File: src/rtl/mod_exp_engine_if.sv
// mod_exp_engine_if: request/result bundle for the modular exponentiation engine.
interface mod_exp_engine_if #(parameter int BITS = 32);
   logic            start;
   logic [BITS-1:0] m;
   logic [BITS-1:0] e;
   logic [BITS-1:0] n;
   logic [BITS-1:0] r;
   logic            done;
   logic            busy;
   logic            err;
   modport master (output start, m, e, n, input r, done, busy, err);
   modport slave (input start, m, e, n, output r, done, busy, err);
endinterface

File: src/rtl/mod_exp_engine.sv
// mod_exp_engine: (m^e) mod n by LSB-first square-and-multiply over a serial shift-add modmul.
module mod_exp_engine #(parameter int BITS = 32) (
   input logic             CLK,
   input logic             RESET,
   mod_exp_engine_if.slave bus
);
   localparam int W = BITS + 2;
   localparam int CW = $clog2(BITS);
   typedef enum logic [2:0] {IDLE, REDUCE, CHECK, MULT, SQUARE, DONE} state_t;
   state_t state_q, state_d;
   logic [BITS-1:0] n_q, n_d, esh_q, esh_d, base_q, base_d, acc_q, acc_d;
   logic [BITS-1:0] a_q, a_d, bsh_q, bsh_d, r_q, r_d, res;
   logic [W-1:0] p_q, p_d, nw, p2, p3, p4, step;
   logic [CW-1:0] cnt_q, cnt_d;
   logic done_q, done_d, err_q, err_d, last;
   // One interleaved modmul iteration; P stays below n, so BITS+2 bits never overflow.
   always_comb begin
      nw = {2'b00, n_q};
      p2 = p_q << 1;
      p3 = (p2 >= nw) ? p2 - nw : p2;
      p4 = p3 + (bsh_q[BITS-1] ? {2'b00, a_q} : '0);
      step = (p4 >= nw) ? p4 - nw : p4;
      res = step[BITS-1:0];
      last = cnt_q == CW'(BITS - 1);
   end
   always_comb begin
      state_d = state_q;
      n_d = n_q;
      esh_d = esh_q;
      base_d = base_q;
      acc_d = acc_q;
      a_d = a_q;
      bsh_d = bsh_q;
      p_d = p_q;
      cnt_d = cnt_q;
      r_d = r_q;
      done_d = done_q;
      err_d = err_q;
      case (state_q)
         IDLE, DONE: if (bus.start) begin
            n_d = bus.n;
            esh_d = bus.e;
            bsh_d = bus.m;
            a_d = BITS'(1);
            p_d = '0;
            cnt_d = '0;
            base_d = '0;
            acc_d = (bus.n == BITS'(1)) ? '0 : BITS'(1);
            r_d = '0;
            done_d = bus.n == '0;
            err_d = bus.n == '0;
            state_d = (bus.n == '0) ? DONE : REDUCE;
         end
         CHECK: if (esh_q == '0) begin
            r_d = acc_q;
            done_d = 1'b1;
            state_d = DONE;
         end else begin
            p_d = '0;
            cnt_d = '0;
            a_d = esh_q[0] ? acc_q : base_q;
            bsh_d = base_q;
            state_d = esh_q[0] ? MULT : SQUARE;
         end
         default: begin
            p_d = step;
            bsh_d = bsh_q << 1;
            cnt_d = cnt_q + CW'(1);
            if (last) begin
               if (state_q == REDUCE) begin
                  base_d = res;
                  state_d = CHECK;
               end else if (state_q == SQUARE) begin
                  base_d = res;
                  esh_d = esh_q >> 1;
                  state_d = CHECK;
               end else begin
                  acc_d = res;
                  // No exponent bits left above this one: the multiply just done is the last.
                  if (esh_q[BITS-1:1] == '0) begin
                     r_d = res;
                     done_d = 1'b1;
                     state_d = DONE;
                  end else begin
                     p_d = '0;
                     cnt_d = '0;
                     a_d = base_q;
                     bsh_d = base_q;
                     state_d = SQUARE;
                  end
               end
            end
         end
      endcase
   end
   always_ff @(posedge CLK) begin
      if (RESET) begin
         state_q <= IDLE;
         n_q <= '0;
         esh_q <= '0;
         base_q <= '0;
         acc_q <= '0;
         a_q <= '0;
         bsh_q <= '0;
         p_q <= '0;
         cnt_q <= '0;
         r_q <= '0;
         done_q <= 1'b0;
         err_q <= 1'b0;
      end else begin
         state_q <= state_d;
         n_q <= n_d;
         esh_q <= esh_d;
         base_q <= base_d;
         acc_q <= acc_d;
         a_q <= a_d;
         bsh_q <= bsh_d;
         p_q <= p_d;
         cnt_q <= cnt_d;
         r_q <= r_d;
         done_q <= done_d;
         err_q <= err_d;
      end
   end
   assign bus.r = r_q;
   assign bus.done = done_q;
   assign bus.err = err_q;
   assign bus.busy = state_q inside {REDUCE, CHECK, MULT, SQUARE};
endmodule

File: src/flat_wrapper.sv
// flat-port wrapper written by rule: the top's interface ports become plain ports
module mod_exp_engine_flat 
#(parameter int BITS = 32)
  (CLK, RESET, bus_start, bus_m, bus_e, bus_n, bus_r, bus_done, bus_busy, bus_err);
  mod_exp_engine_if #(.BITS(BITS)) bus_i ();
  input logic CLK;
  input logic RESET;
  input wire logic [$bits(bus_i.start)-1:0] bus_start;
  input wire logic [$bits(bus_i.m)-1:0] bus_m;
  input wire logic [$bits(bus_i.e)-1:0] bus_e;
  input wire logic [$bits(bus_i.n)-1:0] bus_n;
  output wire logic [$bits(bus_i.r)-1:0] bus_r;
  output wire logic [$bits(bus_i.done)-1:0] bus_done;
  output wire logic [$bits(bus_i.busy)-1:0] bus_busy;
  output wire logic [$bits(bus_i.err)-1:0] bus_err;
  assign bus_i.start = bus_start;
  assign bus_i.m = bus_m;
  assign bus_i.e = bus_e;
  assign bus_i.n = bus_n;
  assign bus_r = bus_i.r;
  assign bus_done = bus_i.done;
  assign bus_busy = bus_i.busy;
  assign bus_err = bus_i.err;
  mod_exp_engine #(.BITS(BITS)) u_core (.CLK(CLK), .RESET(RESET), .bus(bus_i));
endmodule
File: config.mk
export PLATFORM = sky130hd
export DESIGN_NAME = mod_exp_engine_flat
export DESIGN_NICKNAME = d
export VERILOG_FILES = /design/src/rtl/mod_exp_engine_if.sv /design/src/rtl/mod_exp_engine.sv /design/src/flat_wrapper.sv
export SDC_FILE = /design/constraint.sdc
export NUM_CORES = 1
export LEC_CHECK = 0
export ABC_AREA = 0
export CAP_MARGIN = 40
export CORE_UTILIZATION = 28
export CTS_CLUSTER_DIAMETER = 120
export DETAILED_ROUTE_END_ITERATION = 10
export DONT_BUFFER_PORTS = 1
export GPL_TIMING_DRIVEN = 0
export PLACE_DENSITY = 0.5
export SYNTH_ARGS = -nofsm -noshare
export SYNTH_HDL_FRONTEND = slang
export SYNTH_SLANG_ARGS = --single-unit
File: constraint.sdc
create_clock -name CLK -period 10.35 [get_ports CLK]
set_clock_uncertainty 0.1 [all_clocks]
set_input_delay 1.035 -clock CLK [delete_from_list [all_inputs] [get_ports CLK]]
set_output_delay 1.035 -clock CLK [all_outputs]
set_load 0.05 [all_outputs]
==> results.yml, run 1 <==
synth:
  netlist.area_leader.share_pct: 32.0
  ys_seq_area_share_pct: 32.0
  synth_top_flop_cell: "dfxtp_1"
  synth.lib_cells_used.distinct: 87
  ys_warn_count: 0
  avgSynthCellArea_um2: 7.74
  postSynth.asyncResetShare_pct: 0
  synth_area_mm2: 0.0167
  synth_enable_flop_cells: 0
  netlist.top_cell.by_area: "dfxtp_1"
  post_synth_net_total: 2360
  synth-seq-cells: 267
  synth.area.top_cells: "dfxtp_1 32%, ha_1 7.3%, nand2_1 7.1%, a21oi_1 5.2%, nor2_1 4.6%"
  synth_cells: 2160
clock_network:
  cts_tree: "built"
  cts-hold-fix-buffers: 0
  max_clock_buf_depth: 3
  postcts_resize_cnt: 0
  cts.htree.levels: 2
  numCtsBuffers: 34
  post_cts.repair.setup_buffers: 0
  clock_sinks: 267
  clock_insertion_delay_worst_skew_ps: 580
  cts.reportedPaths.clkPinSlew_ps: 60
  clock-root-buffer: "clkbuf_16"
grt:
  grt_max_degree: 13
  grt_antenna_before_repair: 1
  grt_util_all_layers_pct: 21.6
  grt_pass1_wl_um: 98300
  first_global_vias: 15725
  grt.overflow.total: 0
timing:
  rsz0062_at_grt: "no"
  maxClockFrequency_mhz: 101
  final_max_slew_viol_count: 0
  slew_headroom_pct: 41.5
  setup_viol_count_final: 0
  period_share_pct: 95.2
  setup_total_negative_slack_ps: 0
  tightest_slew_ps: 877
  hold_viol_final: 0
  timing.final.crit_period_ps: 9860
worst_setup_path:
  critical_path.reg2reg.startpoint: "u_core.n_q[0]$_SDFFE_PP0P_"
  critical-path-slowest-cell: "mux2i_1"
  critical_path.max_stage_delay_ps: 720
  worst_setup_path_end_kind: "register"
  timing.reg2reg.setup_slack_ps: 490
  timing.critical_path.from_type: "register"
  critPathKind: "reg -> reg"
  worst-r2r-cell-count: 32
  critPathArrivalTime_ps: 10170
  timing.rr.end: "u_core.bus.r[13]$_SDFFE_PP0P_"
  cp.required_ps: 10660
  peak_fanout_along_the_critical_path: 10
placed_design:
  gp_routability_congestion: 0.952
  io_buffer_count: 0
  detailed_place_hpwl_um: 55500
  place.detailed.instances: 2942
finish:
  number_of_diodes_added_for_antenna_fixing: 0
  layout-area-overhead-vs-synth_pct: 12.9
  layout-drive-gt1-share_pct: 4.98
  number_of_inserted_filler_cells_in_the_final_layout: 6344
  nets: 2405
  final_cell_count_no_fill: 3001
worst_hold_path:
  worst_hold_startpoint: "u_core.n_q[5]$_SDFFE_PP0P_"
  min-delay-path-class: "reg -> reg"
  min_to: "u_core.n_q[5]$_SDFFE_PP0P_"
  min_path_cells: 2
route:
  first_iter_violations: 1256
  antenna_left: 0
  remaining_drc_errors: 0
  via_per_inst: 5.42
  wirelength_um: 66900
  route.detailed.wl_per_inst_um: 22.3
  drt_pass1_iterations: 5
  dr_total_vias: 16255
floorplan:
  floorplan.io_pins: 134
  initial_utilization_pct: 28.3
  floorplan.core_area_mm2: 0.0590
  num_rows: 89
  die-height_um: 246
  floorplan.die.width_um: 246
  dieArea_mm2: 0.0607
job:
  timing.max_cap.violations: 0
run_status:
  outcome: "completed"
## flip-flops by register name (all words and copies together) (netlist names), 3 cells and up
name / flops
u_core.p_q: 33
u_core.a_q: 32
u_core.acc_q: 32
u_core.base_q: 32
u_core.bsh_q: 32
u_core.bus.r: 32
u_core.esh_q: 32
u_core.n_q: 32
u_core.cnt_q: 5
u_core.state_q: 3
## critical path, delay by kind of cell, from the launching register on
kind	cells	cell delay, ps
buffers and inverters	4	1340
AO/OA/AOI/OAI	14	3530
adder cells (fa/ha/maj)	3	1230
AND/OR/NAND/NOR	9	2230
XOR/XNOR	1	130
flip-flops	1	420
multiplexers	1	720
## layout by cell type (no fill, tap or decap), types with 45 or more instances in the layout
| cell | netlist | final |
|---|---|---|
| nand2_1 | 318 | 318 |
| o21ai_0 | 123 | 123 |
| nor3_1 | 45 | 45 |
| dfxtp_1 | 267 | 267 |
| and2_1 | 47 | 47 |
| nor2_1 | 207 | 207 |
| a21oi_1 | 175 | 175 |
| xnor2_1 | 49 | 49 |
| clkbuf_1 | 112 | 121 |
| ha_1 | 98 | 98 |
| inv_1 | 63 | 63 |
| a211oi_1 | 99 | 99 |
## worst max-delay path by stage
stage | start | to | slack, ps | depth (start not counted)
floorplan | u_core.p_q[0]$_SDFFE_PP0P_ | u_core.acc_q[3]$_SDFFE_PP0P_ | 3030 | 32
global placement | u_core.n_q[0]$_SDFFE_PP0P_ | u_core.bus.r[13]$_SDFFE_PP0P_ | 440 | 28
detailed placement | u_core.n_q[0]$_SDFFE_PP0P_ | u_core.bus.r[13]$_SDFFE_PP0P_ | 500 | 32
CTS | u_core.n_q[0]$_SDFFE_PP0P_ | u_core.bus.r[13]$_SDFFE_PP0P_ | 470 | 32
global route | u_core.n_q[0]$_SDFFE_PP0P_ | u_core.acc_q[13]$_SDFFE_PP0P_ | 30 | 32
finish | u_core.n_q[0]$_SDFFE_PP0P_ | u_core.bus.r[13]$_SDFFE_PP0P_ | 490 | 32
## Yosys cell counts (4+ instances only)
cell type	instances
or3_1	12
o21a_1	17
a311oi_1	33
nor2b_1	10
o21ai_1	25
a211oi_1	99
ha_1	98
mux2_2	6
a21oi_1	175
o21ai_0	123
buf_2	5
and4_1	8
a21o_1	27
a222oi_1	31
nor3_1	45
a211o_1	6
and3_1	14
nand4_1	17
and2_1	47
clkbuf_1	112
dfxtp_1	267
o22ai_1	6
nand3b_1	4
o21bai_1	13
a31oi_1	29
buf_1	8
xnor2_1	49
nor4_1	17
nand2_1	318
xor2_1	26
or2_2	8
or2_1	4
nand3_1	23
o31ai_1	7
mux2i_1	27
o211ai_1	17
buf_4	5
nand2b_1	21
a31o_2	4
o31a_1	6
nor2_1	207
a21boi_0	6
a22oi_1	34
inv_1	63
a22o_1	19
## logic make-up after synthesis
kind of cell,after synthesis,share of synthesized area (%)
mux,34,2.11
buf+inv,197,4.67
flops,267,32.0
simple gates,768,20.7
compound gates,718,29.0
fa+ha+maj,101,7.69
xor+xnor,75,3.93
## per-stage QoR
stage | utilization, % | worst slack (ps) | instance area [µm²] | hold slack, ps
6_report | 32.0 | 493 | 18900 | 357
5_1_grt | 32.0 | 25.7 | 18900 | 378
4_1_cts | 32.0 | 467 | 18900 | 358
3_5_place_dp | 30.1 | 503 | 17800 | 350
3_3_place_gp | 30.0 | 440 | 17700 | 346
2_1_floorplan | - | 3030 | 16700 | 336
## layer usage
metal  track usage, %  vias up  wire [µm]
li1                 -     8015          -
met1             27.4     7731      29800
met2             36.1      425      30900
met3             4.84       84       4430
met4             6.72        0       1770
met5                0        -          0
## layout make-up
type	instances	area (µm²)	share of cell area (%)
clock buffers	49	967	5.12
repair buffers	9	75.1	0.398
inverters	64	240	1.27
clock inverters	10	146	0.775
well taps	773	967	5.12
plain buffers	133	541	2.86
multi-input cells	1696	10600	56.1
flip-flops and latches	267	5350	28.3
Power of run 1 is left out: the tool's default activity adds up to more than one toggle a clock period on the data nets, which glitch-free logic cannot reach.
==> run 2, diff against run 1 <==
--- a/config.mk
+++ b/config.mk
@@ -11,8 +11,9 @@
 export CTS_CLUSTER_DIAMETER = 120
 export DETAILED_ROUTE_END_ITERATION = 10
 export DONT_BUFFER_PORTS = 1
-export GPL_TIMING_DRIVEN = 0
+export GPL_ROUTABILITY_DRIVEN = 0
 export PLACE_DENSITY = 0.5
+export REMOVE_ABC_BUFFERS = 1
 export SYNTH_ARGS = -nofsm -noshare
 export SYNTH_HDL_FRONTEND = slang
 export SYNTH_SLANG_ARGS = --single-unit
==> run 2 against run 1 <==
Compared with the run above: cell area is essentially flat; core utilization is essentially flat; register-to-register slack gained 320 ps; largest cell class unchanged.
==> results.yml, run 2 (synthesis results as in run 1) <==
grt:
  grt_pass1_wl_um: 93100
  grt_util_all_layers_pct: 19.9
  first_global_vias: 15168
  grt_antenna_before_repair: 1
  grt.overflow.total: 0
  grt_max_degree: 172
finish:
  final_area_mm2: 0.0189
  layout-area-overhead-vs-synth_pct: 12.9
  layout-drive-gt1-share_pct: 6.79
  ff_latch_area_mm2: 0.00535
  max_ffs_per_register: 33
  number_of_inserted_filler_cells_in_the_final_layout: 6267
  number_of_diodes_added_for_antenna_fixing: 0
  max_flop_register: "u_core.p_q"
  multi_input_comb_area_mm2: 0.0107
  mostFrequentLayoutCells: "318 x nand2_1, 267 x dfxtp_1, 201 x nor2_1"
  nets: 2298
  leading_cell_type_in_the_layout_fill_and_taps_excluded: "nand2_1"
route:
  dr_total_vias: 16114
  route.detailed.wl_per_inst_um: 21.2
  first_iter_violations: 1439
  wirelength_um: 61300
  via_per_inst: 5.57
  antenna_left: 0
  drt_pass1_iterations: 5
  remaining_drc_errors: 0
clock_network:
  max_clock_buf_depth: 3
  cts.reportedPaths.clkPinSlew_ps: 60
  post_cts.repair.setup_buffers: 0
  numCtsBuffers: 35
  cts.htree.levels: 2
  clock-root-buffer: "clkbuf_16"
  cts_tree: "built"
  cts-hold-fix-buffers: 0
  clock_insertion_delay_worst_skew_ps: 550
  postcts_resize_cnt: 0
  clock_sinks: 267
timing:
  slew_headroom_pct: 44.0
  setup_total_negative_slack_ps: 0
  timing.final.crit_period_ps: 9540
  period_share_pct: 92.1
  rsz0062_at_grt: "no"
  setup_viol_count_final: 0
  tightest_slew_ps: 838
  hold_viol_final: 0
  post-route-worst-setup-slack_ps: 813
  final_max_slew_viol_count: 0
  maxClockFrequency_mhz: 105
worst_setup_path:
  critical_path.max_stage_delay_ps: 590
  critPathKind: "reg -> reg"
  critical_path.most_common_cell: "a21oi_1"
  worst-r2r-cell-count: 30
  timing.reg2reg.setup_slack_ps: 810
  timing.rr.end: "u_core.p_q[6]$_SDFFE_PP0P_"
  peak_fanout_along_the_critical_path: 20
  critical-path-slowest-cell: "nor2_4"
  critical_path.reg2reg.startpoint: "u_core.p_q[2]$_SDFFE_PP0P_"
  critPathArrivalTime_ps: 9850
  timing.critical_path.from_type: "register"
  cp.required_ps: 10660
  worst_setup_path_end_kind: "register"
floorplan:
  dieArea_mm2: 0.0607
  die-height_um: 246
  initial_utilization_pct: 28.3
  floorplan.io_pins: 134
  floorplan.core_area_mm2: 0.0590
  floorplan.die.width_um: 246
  num_rows: 89
worst_hold_path:
  worst_hold_startpoint: "u_core.n_q[17]$_SDFFE_PP0P_"
  min_to: "u_core.n_q[17]$_SDFFE_PP0P_"
  min-delay-path-class: "reg -> reg"
  min_path_cells: 2
placed_design:
  io_buffer_count: 0
  dpl_worst_slack_ps: 983
  placement.cell_area_mm2: 0.0177
  detailed_place_hpwl_um: 46200
job:
  timing.max_cap.violations: 0
run_status:
  outcome: "completed"
## run 2: changes by cell type in the layout (fill, tap and decap cells not counted), moves of 4 or more
cell	change
buf_1	-8
buf_12	+6
buf_16	+4
buf_2	-8
buf_4	+13
buf_6	-4
clkbuf_1	-117
nor2_1	-6
nor2_4	+6
## run 2: layout make-up
type                       count  share of cell area, %
multi-input combinational   1696                   56.7
inverter                      64                   1.27
clock buffer                  47                   5.30
clock inverter                13                   1.03
sequential                   267                   28.3
timing repair buffer          34                   2.29
tap                          773                   5.12
## run 2: metal layers
metal	GRT usage, %	up-vias	routed length (µm)
met1	27.8	7682	28800
met2	30.1	549	26000
li1	-	7793	-
met4	6.28	0	1730
met5	0	-	0
met3	4.35	90	4850
## run 2: metrics by stage
step                instances  hold WS [ps]  utilization (%)
floorplan                2027           330                -
global placement         2821           347             29.5
detailed placement       2834           350             30.0
CTS                      2894           361             32.0
global route             2894           374             32.0
finish                   2894           359             32.0
## run 2: worst max-delay path by stage
| stage | startpoint | cells past startpoint | endpoint | slack (ps) |
|---|---|---|---|---|
| after floorplan | u_core.n_q[2]$_SDFFE_PP0P_ | 29 | u_core.acc_q[3]$_SDFFE_PP0P_ | 1030 |
| after global placement | u_core.p_q[0]$_SDFFE_PP0P_ | 30 | u_core.base_q[10]$_SDFFE_PP0P_ | 1070 |
| after detailed placement | u_core.n_q[2]$_SDFFE_PP0P_ | 31 | u_core.p_q[6]$_SDFFE_PP0P_ | 980 |
| after CTS | u_core.n_q[2]$_SDFFE_PP0P_ | 32 | u_core.base_q[10]$_SDFFE_PP0P_ | 960 |
| after global routing | u_core.p_q[0]$_SDFFE_PP0P_ | 32 | u_core.base_q[10]$_SDFFE_PP0P_ | 200 |
| final | u_core.p_q[2]$_SDFFE_PP0P_ | 30 | u_core.p_q[6]$_SDFFE_PP0P_ | 810 |
## run 2: critical path: cells and delay by family (launching register included)
family	cells	cell delay, ps
AO/OA/AOI/OAI	13	3350
flip-flops	1	440
multiplexers	1	570
adder cells (fa/ha/maj)	3	1140
XOR/XNOR	1	210
buffers and inverters	3	770
AND/OR/NAND/NOR	9	2790
Power of run 2 is left out for the same reason.
